==> config.mk <==
export PLATFORM = sky130hd
export DESIGN_NAME = mem_arbiter_flat
export DESIGN_NICKNAME = d
export VERILOG_FILES = /design/src/rtl/mem_arbiter_if.sv /design/src/rtl/mem_arbiter.sv /design/src/flat_wrapper.sv
export SDC_FILE = /design/constraint.sdc
export NUM_CORES = 1
export LEC_CHECK = 0
export BUFFER_PORTS_ARGS = -buffer_cell sky130_fd_sc_hd__clkbuf_2
export CAP_MARGIN = 10
export CORE_MARGIN = 2
export CORE_UTILIZATION = 49
export DETAILED_ROUTE_END_ITERATION = 7
export PLACE_DENSITY_LB_ADDON = 0.1
export SLEW_MARGIN = 10
export SYNTH_ARGS = -nofsm -noshare
export SYNTH_HDL_FRONTEND = slang
export SYNTH_SLANG_ARGS = --single-unit
==> constraint.sdc <==
create_clock -name clk -period 6.3 [get_ports clk]
set_clock_uncertainty 0.05 [all_clocks]
set_input_delay 0.945 -clock clk [delete_from_list [all_inputs] [get_ports clk]]
set_output_delay 0.945 -clock clk [all_outputs]
set_load 0.05 [all_outputs]
==> src/rtl/mem_arbiter_if.sv <==
// mem_arbiter_if
// Bundles the two requester handshakes (fetch port F, data port D) and the
// single-port memory bus that the arbiter drives.
//   f_req/f_addr          -> fetch request and address (requester drives)
//   f_ack/f_rdata         <- fetch done pulse and held read data
//   d_req/d_we/d_addr/
//   d_wdata/d_lock        -> data request, direction, address, data, lock
//   d_ack/d_rdata         <- data done pulse and held read data
//   mem_addr/mem_we/
//   mem_wdata             <- memory address, write enable, write data
//   mem_rdata             -> combinational memory read data
//   busy                  <- arbiter is in the middle of an access
// Modport slave is the arbiter's view; modport master is the view of the
// requesters plus the memory.
interface mem_arbiter_if #(
  parameter int ADDR_W = 12,
  parameter int DATA_W = 16
);
  logic              f_req;
  logic [ADDR_W-1:0] f_addr;
  logic              f_ack;
  logic [DATA_W-1:0] f_rdata;

  logic              d_req;
  logic              d_we;
  logic [ADDR_W-1:0] d_addr;
  logic [DATA_W-1:0] d_wdata;
  logic              d_lock;
  logic              d_ack;
  logic [DATA_W-1:0] d_rdata;

  logic [ADDR_W-1:0] mem_addr;
  logic              mem_we;
  logic [DATA_W-1:0] mem_wdata;
  logic [DATA_W-1:0] mem_rdata;

  logic              busy;

  modport slave (
    input  f_req, f_addr,
    input  d_req, d_we, d_addr, d_wdata, d_lock,
    input  mem_rdata,
    output f_ack, f_rdata,
    output d_ack, d_rdata,
    output mem_addr, mem_we, mem_wdata,
    output busy
  );

  modport master (
    output f_req, f_addr,
    output d_req, d_we, d_addr, d_wdata, d_lock,
    output mem_rdata,
    input  f_ack, f_rdata,
    input  d_ack, d_rdata,
    input  mem_addr, mem_we, mem_wdata,
    input  busy
  );
endinterface

==> src/rtl/mem_arbiter.sv <==
// mem_arbiter
// Two-port round-robin arbiter and access sequencer in front of a single-port
// memory. Port F (instruction fetch, read only) and port D (data, read or
// write, with an optional lock for read-modify-write) each use a level-held
// req/ack handshake. Each access takes IDLE -> ACCESS -> RESP; the ack pulse
// is issued in RESP together with the registered read data.
// Ports:
//   clk  - system clock, all state changes on the rising edge
//   rst  - asynchronous active-high reset
//   bus  - mem_arbiter_if.slave: requester handshakes and memory bus
module mem_arbiter #(
  parameter int ADDR_W = 12,
  parameter int DATA_W = 16
) (
  input  logic          clk,
  input  logic          rst,
  mem_arbiter_if.slave  bus
);

  typedef enum logic [1:0] {
    ST_IDLE   = 2'd0,
    ST_ACCESS = 2'd1,
    ST_RESP   = 2'd2
  } state_t;

  typedef enum logic {
    OWN_F = 1'b0,
    OWN_D = 1'b1
  } owner_t;

  state_t            r_state;
  state_t            w_state_next;
  owner_t            r_owner;
  owner_t            r_last_owner;
  owner_t            w_grant_owner;
  logic              w_grant;
  logic              w_f_elig;
  logic              r_locked;

  logic [ADDR_W-1:0] r_addr;
  logic              r_we;
  logic [DATA_W-1:0] r_wdata;
  logic [DATA_W-1:0] r_f_rdata;
  logic [DATA_W-1:0] r_d_rdata;

  // While port D holds the lock, fetch requests are ignored entirely.
  assign w_f_elig = bus.f_req & ~r_locked;

  // State register
  always_ff @(posedge clk or posedge rst) begin
    if (rst) begin
      r_state <= ST_IDLE;
    end else begin
      r_state <= w_state_next;
    end
  end

  // Next-state and grant decision
  always_comb begin
    w_state_next  = r_state;
    w_grant       = 1'b0;
    w_grant_owner = OWN_F;
    case (r_state)
      ST_IDLE: begin
        if (w_f_elig && bus.d_req) begin
          // Tie: the port that was not served last wins.
          w_grant       = 1'b1;
          w_grant_owner = (r_last_owner == OWN_D) ? OWN_F : OWN_D;
        end else if (w_f_elig) begin
          w_grant       = 1'b1;
          w_grant_owner = OWN_F;
        end else if (bus.d_req) begin
          w_grant       = 1'b1;
          w_grant_owner = OWN_D;
        end
        if (w_grant) begin
          w_state_next = ST_ACCESS;
        end
      end
      ST_ACCESS: w_state_next = ST_RESP;
      ST_RESP:   w_state_next = ST_IDLE;
      default:   w_state_next = ST_IDLE;
    endcase
  end

  // Captured request, ownership, lock and per-port read data
  always_ff @(posedge clk or posedge rst) begin
    if (rst) begin
      r_owner      <= OWN_F;
      r_last_owner <= OWN_D;
      r_locked     <= 1'b0;
      r_addr       <= '0;
      r_we         <= 1'b0;
      r_wdata      <= '0;
      r_f_rdata    <= '0;
      r_d_rdata    <= '0;
    end else begin
      if (w_grant) begin
        r_owner <= w_grant_owner;
        if (w_grant_owner == OWN_D) begin
          r_addr  <= bus.d_addr;
          r_we    <= bus.d_we;
          r_wdata <= bus.d_wdata;
        end else begin
          // Fetch is read only; the write-data register keeps its old value.
          r_addr <= bus.f_addr;
          r_we   <= 1'b0;
        end
      end

      // Memory read data is combinational, so sampling it at the end of
      // ACCESS returns the pre-write contents on a D write.
      if (r_state == ST_ACCESS) begin
        if (r_owner == OWN_D) begin
          r_d_rdata <= bus.mem_rdata;
        end else begin
          r_f_rdata <= bus.mem_rdata;
        end
      end

      if (r_state == ST_RESP) begin
        r_locked     <= (r_owner == OWN_D) & bus.d_lock;
        r_last_owner <= r_owner;
      end
    end
  end

  assign bus.mem_addr  = r_addr;
  assign bus.mem_wdata = r_wdata;
  assign bus.mem_we    = (r_state == ST_ACCESS) & r_we;
  assign bus.busy      = (r_state != ST_IDLE);
  assign bus.f_ack     = (r_state == ST_RESP) & (r_owner == OWN_F);
  assign bus.d_ack     = (r_state == ST_RESP) & (r_owner == OWN_D);
  assign bus.f_rdata   = r_f_rdata;
  assign bus.d_rdata   = r_d_rdata;

endmodule

==> src/flat_wrapper.sv <==
// flat-port wrapper written by rule: the top's interface ports become plain ports
module mem_arbiter_flat 
#(
  parameter int ADDR_W = 12,
  parameter int DATA_W = 16
)
  (clk, rst, bus_f_req, bus_f_addr, bus_d_req, bus_d_we, bus_d_addr, bus_d_wdata, bus_d_lock, bus_mem_rdata, bus_f_ack, bus_f_rdata, bus_d_ack, bus_d_rdata, bus_mem_addr, bus_mem_we, bus_mem_wdata, bus_busy);
  mem_arbiter_if #(.ADDR_W(ADDR_W), .DATA_W(DATA_W)) bus_i ();
  input  logic clk;
  input  logic rst;
  input wire logic [$bits(bus_i.f_req)-1:0] bus_f_req;
  input wire logic [$bits(bus_i.f_addr)-1:0] bus_f_addr;
  input wire logic [$bits(bus_i.d_req)-1:0] bus_d_req;
  input wire logic [$bits(bus_i.d_we)-1:0] bus_d_we;
  input wire logic [$bits(bus_i.d_addr)-1:0] bus_d_addr;
  input wire logic [$bits(bus_i.d_wdata)-1:0] bus_d_wdata;
  input wire logic [$bits(bus_i.d_lock)-1:0] bus_d_lock;
  input wire logic [$bits(bus_i.mem_rdata)-1:0] bus_mem_rdata;
  output wire logic [$bits(bus_i.f_ack)-1:0] bus_f_ack;
  output wire logic [$bits(bus_i.f_rdata)-1:0] bus_f_rdata;
  output wire logic [$bits(bus_i.d_ack)-1:0] bus_d_ack;
  output wire logic [$bits(bus_i.d_rdata)-1:0] bus_d_rdata;
  output wire logic [$bits(bus_i.mem_addr)-1:0] bus_mem_addr;
  output wire logic [$bits(bus_i.mem_we)-1:0] bus_mem_we;
  output wire logic [$bits(bus_i.mem_wdata)-1:0] bus_mem_wdata;
  output wire logic [$bits(bus_i.busy)-1:0] bus_busy;
  assign bus_i.f_req = bus_f_req;
  assign bus_i.f_addr = bus_f_addr;
  assign bus_i.d_req = bus_d_req;
  assign bus_i.d_we = bus_d_we;
  assign bus_i.d_addr = bus_d_addr;
  assign bus_i.d_wdata = bus_d_wdata;
  assign bus_i.d_lock = bus_d_lock;
  assign bus_i.mem_rdata = bus_mem_rdata;
  assign bus_f_ack = bus_i.f_ack;
  assign bus_f_rdata = bus_i.f_rdata;
  assign bus_d_ack = bus_i.d_ack;
  assign bus_d_rdata = bus_i.d_rdata;
  assign bus_mem_addr = bus_i.mem_addr;
  assign bus_mem_we = bus_i.mem_we;
  assign bus_mem_wdata = bus_i.mem_wdata;
  assign bus_busy = bus_i.busy;
  mem_arbiter #(.ADDR_W(ADDR_W), .DATA_W(DATA_W)) u_core (.clk(clk), .rst(rst), .bus(bus_i));
endmodule
* Word level (Yosys, flattened, before mapping)
Cells that the tools add are included.
** Operators by class
- $add $sub $neg :: 0
- $mul :: 0
- Divide/modulo/power cells :: 0
- Magnitude comparators :: 0
- Eq/ne operators :: 3
- Shift-type cells :: 0
- Muxes and demuxes :: 13
- Bitwise gates (word level) :: 7
- Reduce and logical (&&, ||, !) cells :: 6
** Operators with widths (count)
- 12-bit two-way mux :: 1
- 1-bit two-way mux :: 10
- 2-bit AND reduction :: 3
- 1-bit AND :: 5
- 2-bit case mux with 2 select lines :: 1
- 2-bit by 1-bit == test with 1-bit output, second input constant :: 1
- 2-bit == test, second input constant :: 1
- 2-bit zero test :: 1
- 2-bit two-way mux :: 1
- 2-bit inequality test, second input constant :: 1
- 1-bit NOT :: 2
- 2-bit nonzero test :: 1
- 1-bit logical AND :: 1
** Storage, ports and cells
- Bits in registers :: 66
- Bits in latches :: 0
- Bits in writable memories :: 0
- ROM bits :: 0
- Memories :: 0

* Longest topological paths before layout
Gate-level depths: netlist (run 1).
- Depth after elaboration :: 7
- Gate-level depth with buffers :: 6
- Mapped depth without buffers :: 5

* Worst setup path after synthesis (run 1)
No wires, ideal clock.
- Kind :: register to output
- From :: reg u_core.r_state[1]
- To :: out bus_d_ack
- Data arrival time :: 1350 ps
- Slack :: 3955 ps
- Stages on the path, launching flop included :: 3
- Buffers on the path :: 0
- Cell sequence :: dfrtp_1 or2b_1 nor2_1
** Between the ends
- Word-level cells in the longest chain between the ends :: 2
** Ends and longest elaborated chain
- start: declaration :: RTL line mem_arbiter.sv:31 : state_t r_state;
- start signal: assignment :: RTL line mem_arbiter.sv:54 : r_state <= w_state_next;
- 2-bit == test :: RTL line mem_arbiter.sv:133 : assign bus.d_ack = (r_state == ST_RESP) & (r_owner == OWN_D);
- 1-bit AND :: RTL line mem_arbiter.sv:133
- end: declaration :: RTL line flat_wrapper.sv:21 : output wire logic [$bits(bus_i.d_ack)-1:0] bus_d_ack;
No other way between the ends.

* Worst setup path after layout (run 1)
Ends and elaborated chain as after synthesis.

==> flow_summary.ini, run 1 <==
[clocking]
cts_made_buffers = 9
htreeDepth = 3
cts_hold_buf = 0
clkSlewWorstSetupHoldPaths_ns = 0.07
clockBufferDepth = 2
root_buffer = clkbuf_8
cts_tree = built
cts_setup_buffers = 0
cts-resized-gates = 0
clk_latency_ns = 0.33
cts.sinks = 66

[global_route]
grt_pass1_wl_um = 9490
grt_pass1_vias = 2054
grt_max_degree = 67
gr-total-overflow = 0
antenna_found_initial = 0
grt_util_all_layers_pct = 20.3

[yosys]
synth_cells = 228
synth.avg_cell_area_um2 = 11.7
synth_area_leaders = dfrtp_1, mux2_2, nand2_1, mux2_4, a21oi_1
yosys_warnings = 0
yosysTopAreaCellShare_pct = 60.9
synth_nets = 290
synth.distinct_cells = 26
synth_commonest_cells = dfrtp_1, nand2_1, a21oi_1
yosysSeqAreaShare_pct = 61.9
synth-main-ff-cell = dfrtp_1
async_flop_share_pct = 100
ys_ff_latch = 66
synth_area_mm2 = 0.00267
synthMostInstantiatedCell = dfrtp_1
synth-edff-count = 0
synth.largest_area_cell = dfrtp_1

[floorplan]
ioPinCount = 126
start_util_pct = 51.6
die-area_mm2 = 0.00606
die_w_um = 77.8
coreArea_mm2 = 0.00517
fp.dieH_um = 77.8
rows = 26

[timing]
setup_violations = 0
fmax_mhz = 404
maxSlewViolCount = 0
finalCritPeriodShare_pct = 39.2
slew_headroom_pct = 26.5
setup_slack_ns = 3.83
hold_viol = 0
finalCriticalPeriod_ns = 2.47
tightest_slew_ns = 1.10
rsz0062_at_grt = false
finalSetupTns_ns = 0

[drt]
dr.pass1.iters = 4
route.final.wire_length_um = 5850
drcViolationCount = 0
drt_iter0_drc = 42
detail_route.wl_per_cell_um = 13.6
final_antenna_net_count = 0
viasPerCell = 4.76
vias = 2042

[worst_setup_path]
r2r_slack_ns = 4.22
worstPathArrival_ns = 1.48
regToRegStartpoint = u_core.r_state[1]$_DFFE_PP0P_
crit_fanout = 5
ff2ff_path_depth = 4
cp.required_ns = 5.30
r2r-end = u_core.bus.mem_addr[10]$_DFFE_PP0P_
start_kind = flip-flop
endpoint_kind = primary output
critPathKind = flip-flop to primary output

[place]
io_buffer_count = 125
dpl_cell_area_mm2 = 0.00330
pre_cts_slack_ns = 3.77
gp_congestion = 0.711
dpl.hpwl_um = 4000

[outcome]
status = finished, final reports clean

[cells_and_area]
antenna_cells = 0
layout-drive-gt1-share_pct = 49.3
final_nets = 416
design_area_mm2 = 0.00346
syn2layout_area_growth_pct = 29.6

[run]
drv_cap = 0

[worst_hold_path]
hp-class = flip-flop to flip-flop
hold_depth = 2
worstHoldStart = u_core.bus.mem_wdata[12]$_DFFE_PP0P_
hold_end = u_core.bus.mem_wdata[12]$_DFFE_PP0P_
-- per-stage QoR --
step / cells / hold slack, ns / util, %
2_1_floorplan: 228 / 0.408 / -
3_3_place_gp: 413 / 0.410 / 63.8
3_5_place_dp: 413 / 0.414 / 63.8
4_1_cts: 429 / 0.431 / 66.9
5_1_grt: 429 / 0.450 / 66.9
6_report: 429 / 0.427 / 66.9
-- registers in the layout, indices dropped and copies added (netlist names) --
| name | count |
|---|---|
| u_core.bus.mem_wdata | 16 |
| u_core.r_we | 1 |
| u_core.bus.d_rdata | 16 |
| u_core.r_owner | 1 |
| u_core.bus.mem_addr | 12 |
| u_core.r_locked | 1 |
| u_core.bus.f_rdata | 16 |
| u_core.r_state | 2 |
| u_core.r_last_owner | 1 |
-- cell families after synthesis --
| logic type | Yosys count | synth area share [%] |
|---|---|---|
| AND/OR/NAND/NOR | 86 | 13.3 |
| flip-flops | 66 | 61.9 |
| multiplexers | 32 | 14.9 |
| AO/OA/AOI/OAI | 29 | 5.81 |
| buffers and inverters | 15 | 4.07 |
-- worst max-delay path: stages (launching register included) --
cell and delay [ns]:
dfrtp_1 0.41, or2b_1 0.30, nor2_1 0.14, clkbuf_2 0.30
-- final cells by class --
class	count	area, um^2
Clock inverter	3	15.0
Clock buffer	13	149
Timing Repair Buffer	126	633
Inverter	4	15.0
Tap cell	70	87.6
Fill cell	423	1710
Multi-Input combinational cell	147	910
Sequential cell	66	1650
-- routing by layer --
| layer | wire [um] | part of all wire (%) | vias up | global-route usage, % |
|---|---|---|---|---|
| met4 | 152 | 2.6 | 0 | 10.0 |
| met2 | 2630 | 45 | 90 | 32.2 |
| met3 | 441 | 7.5 | 16 | 5.47 |
| li1 | - | - | 1000 | - |
| met1 | 2620 | 45 | 936 | 25.8 |
| met5 | 0 | 0 | - | 0 |
-- placed cells by master (no fill, tap or decap) --
master / netlist / layout
and3_1: 1 / 1
and2_4: 1 / 1
nor2b_4: 1 / 1
inv_1: 4 / 3
a22o_1: 1 / 1
dfrtp_1: 65 / 65
buf_4: 3 / 1
a21o_1: 1 / 1
clkbuf_2: 0 / 125
o21ai_2: 1 / 1
inv_2: 0 / 1
o21ai_0: 2 / 2
nand2_2: 1 / 1
nor2_1: 15 / 15
clkinv_2: 0 / 3
mux2_4: 10 / 10
nand3b_1: 1 / 1
a21oi_1: 24 / 24
or2b_1: 1 / 1
clkbuf_1: 2 / 3
nor2b_1: 1 / 1
and2_1: 1 / 1
nand3_1: 1 / 1
mux2_2: 22 / 22
dfstp_2: 1 / 1
nand2_1: 62 / 62
clkbuf_8: 0 / 10
-- how the worst max path moves through the flow --
stage	startpoint	endpoint	cells past startpoint
global placement	bus_f_req	u_core.bus.mem_addr[1]$_DFFE_PP0P_	5
CTS	u_core.r_state[1]$_DFFE_PP0P_	bus_d_ack	3
finish	u_core.r_state[1]$_DFFE_PP0P_	bus_d_ack	3
detailed placement	bus_f_req	u_core.bus.mem_addr[1]$_DFFE_PP0P_	5
global route	u_core.r_state[1]$_DFFE_PP0P_	bus_d_ack	3
floorplan	rst	u_core.bus.d_rdata[0]$_DFFE_PP0P_	1
Power of run 1 is left out: the tool's default activity adds up to more than one toggle a clock period on the data nets, which glitch-free logic cannot reach.
==> inputs of run 2 (changes only) <==
CORE_UTILIZATION = 46   (was 49)
clock period = 2.5 ns   (was 6.3 ns; I/O delays follow)
==> flow_summary.ini, run 2 (synthesis gave the netlist of run 1 again) <==
[clocking]
root_buffer = clkbuf_8
cts-resized-gates = 0
cts.sinks = 66
cts_tree = built
clk_latency_ns = 0.31
cts_hold_buf = 0
cts_setup_buffers = 0
clockBufferDepth = 2
clkSlewWorstSetupHoldPaths_ns = 0.07
htreeDepth = 3
cts_made_buffers = 9

[worst_setup_path]
r2r_slack_ns = 0.75
cp_slowest_cell = dfrtp_1
critPathKind = flip-flop to primary output
ff2ff_path_depth = 5
cp_num_cells = 3
max_stage_delay_ns = 0.40
cp_top_family = simple AND/OR/NAND/NOR gates
crit_fanout = 5
endpoint_kind = primary output
cp_num_buf_inv = 1
start_kind = flip-flop
path_cells = or2b_1 -> nor2_1 -> clkbuf_2
cp.required_ns = 2.08
worstPathArrival_ns = 1.45

[drt]
viasPerCell = 4.71
drcViolationCount = 0
drt_iter0_drc = 42
dr.pass1.iters = 4
vias = 2046
detail_route.wl_per_cell_um = 12.9
final_antenna_net_count = 0
route.final.wire_length_um = 5600

[cells_and_area]
final_cell_mix = clkbuf_2, dfrtp_1, nand2_1
final_nets = 419
syn2layout_area_growth_pct = 32.3
antenna_cells = 0
fin_cells = 434
layout-drive-gt1-share_pct = 49.7
layout_commonest_cell = clkbuf_2
utilization_pct = 63.4
nFillCells = 468

[global_route]
grt_max_degree = 40
grt_pass1_wl_um = 8930
grt_util_all_layers_pct = 18.2
antenna_found_initial = 0
grt_pass1_vias = 2001
gr-total-overflow = 0

[timing]
setup_violations = 0
slew_headroom_pct = 60.4
finalCriticalPeriod_ns = 1.88
hold_viol = 0
maxSlewViolCount = 0
finalCritPeriodShare_pct = 75.1
tightest_slew_ns = 0.594
fmax_mhz = 532
rsz0062_at_grt = false
finalSetupTns_ns = 0

[floorplan]
die_w_um = 80.2
start_util_pct = 47.9
rows = 27
die-area_mm2 = 0.00643
fp.dieH_um = 80.2
ioPinCount = 126
coreArea_mm2 = 0.00557

[place]
io_buffer_count = 125
dpl.cell_count = 418
gp_congestion = 0.795
dpl.hpwl_um = 4120

[outcome]
status = finished, final reports clean

[run]
drv_cap = 0

[worst_hold_path]
hp-class = input port to asynchronous set/reset pin
-- run 2: layout make-up --
class / instances / area (um^2) / share of cell area [%]
inverters: 4 / 15.0 / 0.425
flip-flops and latches: 66 / 1650 / 46.8
clock inverters: 2 / 35.0 / 0.992
repair buffers: 129 / 668 / 18.9
multi-input cells: 147 / 910 / 25.7
well taps: 72 / 90.1 / 2.55
clock buffers: 14 / 163 / 4.60
-- run 2: final timing paths --
kind / to / start
max in group asynchronous: u_core.r_last_owner$_DFFE_PP1N_ / rst
min in group clk: u_core.bus.mem_wdata[9]$_DFFE_PP0P_ / bus_d_wdata[9]
worst max-delay path: bus_d_ack / u_core.r_state[1]$_DFFE_PP0P_
worst min-delay path: u_core.bus.d_rdata[5]$_DFFE_PP0P_ / rst
worst max register to register: u_core.bus.mem_addr[3]$_DFFE_PP0P_ / u_core.r_state[1]$_DFFE_PP0P_
worst min register to register: u_core.bus.mem_wdata[2]$_DFFE_PP0P_ / u_core.bus.mem_wdata[2]$_DFFE_PP0P_
-- run 2: metal layers --
layer | track usage, % | vias up | share of wire [%]
met5 | 0 | - | 0
met4 | 8.14 | 0 | 1.1
met3 | 5.73 | 7 | 8.6
met2 | 29.9 | 81 | 47
met1 | 21.8 | 959 | 43
li1 | - | 999 | -
-- run 2: worst reg2reg max path: stages, from the launching register on --
cell and delay, ns:
dfrtp_1 0.42, nor2_1 0.24, nand3_1 0.41, buf_4 0.36, nand2_1 0.09, a21oi_1 0.06
-- run 2: metrics by stage --
stage | cell area (um^2) | hold WS (ns) | worst slack (ns)
finish | 3530 | 0.0471 | 0.622
global route | 3530 | 0.0859 | 0.521
CTS | 3530 | 0.0617 | 0.582
detailed placement | 3340 | 0.412 | 0.606
global placement | 3340 | 0.408 | 0.676
floorplan | 2670 | 0.408 | 0.422
Power of run 2 is left out for the same reason.
==> inputs of run 3 (changes only) <==
ABC_AREA = 1   (was not set)
CORE_UTILIZATION = 43   (was 46)
clock period = 1.7 ns   (was 2.5 ns; I/O delays follow)
==> flow_summary.ini, run 3 <==
[outcome]
status = complete, but fails checks
violations = design-rule violations

[floorplan]
die-area_mm2 = 0.00736
ioPinCount = 126
start_util_pct = 44.8
coreArea_mm2 = 0.00642
rows = 29
die_w_um = 85.8
fp.dieH_um = 85.8

[global_route]
gr-total-overflow = 0
grt_pass1_vias = 2459
grt_util_all_layers_pct = 18.5
antenna_found_initial = 0
grt_pass1_wl_um = 10800
grt_max_degree = 67

[worst_setup_path]
cp.required_ns = 1.39
max_stage_delay_ns = 0.42
crit_fanout = 4
path_cells = inv_2 -> nor2_2 -> nand2_1 -> inv_1 -> clkbuf_4
critPathKind = flip-flop to primary output
start_kind = flip-flop
endpoint_kind = primary output
worstPathArrival_ns = 1.30
cp_slowest_cell = dfrtp_2

[yosys]
synth.largest_area_cell = dfrtp_1
yosysTopAreaCellShare_pct = 56.5
yosys_warnings = 0
synth_commonest_cells = nand2_1, dfrtp_1, inv_1
synth-main-ff-cell = dfrtp_1
synth_area_mm2 = 0.00288
synth_cells = 326
async_flop_share_pct = 100
synth.distinct_cells = 19
ys_ff_latch = 66
synth_nets = 388
synth_area_leaders = dfrtp_1, nand2_1, inv_1, nand3_1, o21ai_1
synthMostInstantiatedCell = nand2_1
synth-edff-count = 0
synth.avg_cell_area_um2 = 8.82
yosysSeqAreaShare_pct = 57.5

[cells_and_area]
antenna_cells = 0
multiInputGateArea_um2 = 916
layout_commonest_cell = clkbuf_2
layout-drive-gt1-share_pct = 37.3
final_nets = 518
layout.area.seq_mm2 = 0.00165
final_cell_mix = clkbuf_2, nand2_1, dfrtp_1
syn2layout_area_growth_pct = 31.3
nFillCells = 629

[place]
gp_congestion = 0.771
dpl.hpwl_um = 4600
io_buffer_count = 125

[clocking]
htreeDepth = 3
cts.sinks = 66
clk_latency_ns = 0.33
root_buffer = clkbuf_8
clockBufferDepth = 2
clkSlewWorstSetupHoldPaths_ns = 0.07
cts_made_buffers = 9
cts_setup_buffers = 0
cts_tree = built

[timing]
setup_violations = 0
fmax_mhz = 621
slew_headroom_pct = 73.9
maxSlewViolCount = 0
finalCritPeriodShare_pct = 94.7
rsz0062_at_grt = false
finalSetupTns_ns = 0
hold_viol = 0
tightest_slew_ns = 0.391
finalCriticalPeriod_ns = 1.61

[drt]
drt_iter0_drc = 117
viasPerCell = 4.55
final_antenna_net_count = 0
vias = 2446
route.final.wire_length_um = 6380
drt-met1-wl_um = 2880
top_layer = met4
detail_route.wl_per_cell_um = 11.9
wl_met2_um = 2960
met3_length_um = 453
dr.pass1.iters = 6
drcViolationCount = 9

[run]
drv_cap = 0

[worst_hold_path]
hp-class = input port to flip-flop
run 3: changes by cell type after synthesis, sizes merged, moves of 23 or more:
cell / change
mux2: -32
nand3: +42
o21ai: +32
inv: +46
nand2: +45
a21oi: -23
run 3: metrics by stage:
step / area, um^2 / util [%] / setup slack [ns] / cells / hold WS [ns]
floorplan: 2890 / - / 0.0535 / 326 / 0.326
global placement: 3570 / 55.5 / 0.225 / 521 / 0.319
detailed placement: 3570 / 55.5 / 0.197 / 521 / 0.321
CTS: 3770 / 58.8 / 0.00884 / 538 / 0.0820
global route: 3780 / 58.8 / 0.00389 / 538 / 0.0841
finish: 3780 / 58.8 / 0.0907 / 538 / 0.0963
run 3: worst paths after layout:
check                                           startpoint                                   to  slack, ns  cells past startpoint
hold reg to reg            u_core.r_last_owner$_DFFE_PP1N_      u_core.r_last_owner$_DFFE_PP1N_       0.41                      2
setup / recovery             u_core.r_state[1]$_DFFE_PP0P_                            bus_d_ack       0.09                      5
hold / removal                              bus_d_wdata[5]  u_core.bus.mem_wdata[5]$_DFFE_PP0P_        0.1                      3
max in group asynchronous                              rst      u_core.r_last_owner$_DFFE_PP1N_       0.77                      4
min in group asynchronous                              rst  u_core.bus.mem_wdata[9]$_DFFE_PP0P_       0.49                      4
setup reg to reg             u_core.r_state[0]$_DFFE_PP0P_  u_core.bus.mem_wdata[4]$_DFFE_PP0P_       0.20                      6
run 3: final cells by class:
cell class | count | area share [%]
sequential | 66 | 43.8
multi-input combinational | 193 | 24.2
timing repair buffer | 136 | 19.4
inverter | 50 | 5.07
clock buffer | 10 | 3.38
tap | 77 | 2.55
clock inverter | 6 | 1.52
run 3: per-layer routing:
metal,vias to the layer above,GRT usage (%)
met1,1098,23.2
met5,-,0
met4,0,7.36
li1,1260,-
met2,80,30.6
met3,8,4.91
run 3: logic make-up (layout without fill, tap and decap cells):
family / after synthesis / count (layout) / share of synthesized area, %
simple gates: 157 / 157 / 24.9
flops: 66 / 66 / 57.5
buf+inv: 67 / 202 / 11.0
compound gates: 36 / 36 / 6.65
run 3: worst max-delay path: cells and delay by family, from the launching register on:
| kind | cells | cell delay, ns |
|---|---|---|
| buffers and inverters | 3 | 0.36 |
| AND/OR/NAND/NOR | 2 | 0.20 |
| flip-flops | 1 | 0.42 |
run 3: timing repair:
| action | 4_1_cts | 5_1_grt |
|---|---|---|
| resized for setup | 4 | 1 |
| pin swaps | 0 | 0 |
| hold endpoints to repair | 65 | 0 |
| endpoints found under the setup margin | 2 | 2 |
| hold buffers | 1 | 0 |
Power of run 3 is left out for the same reason.
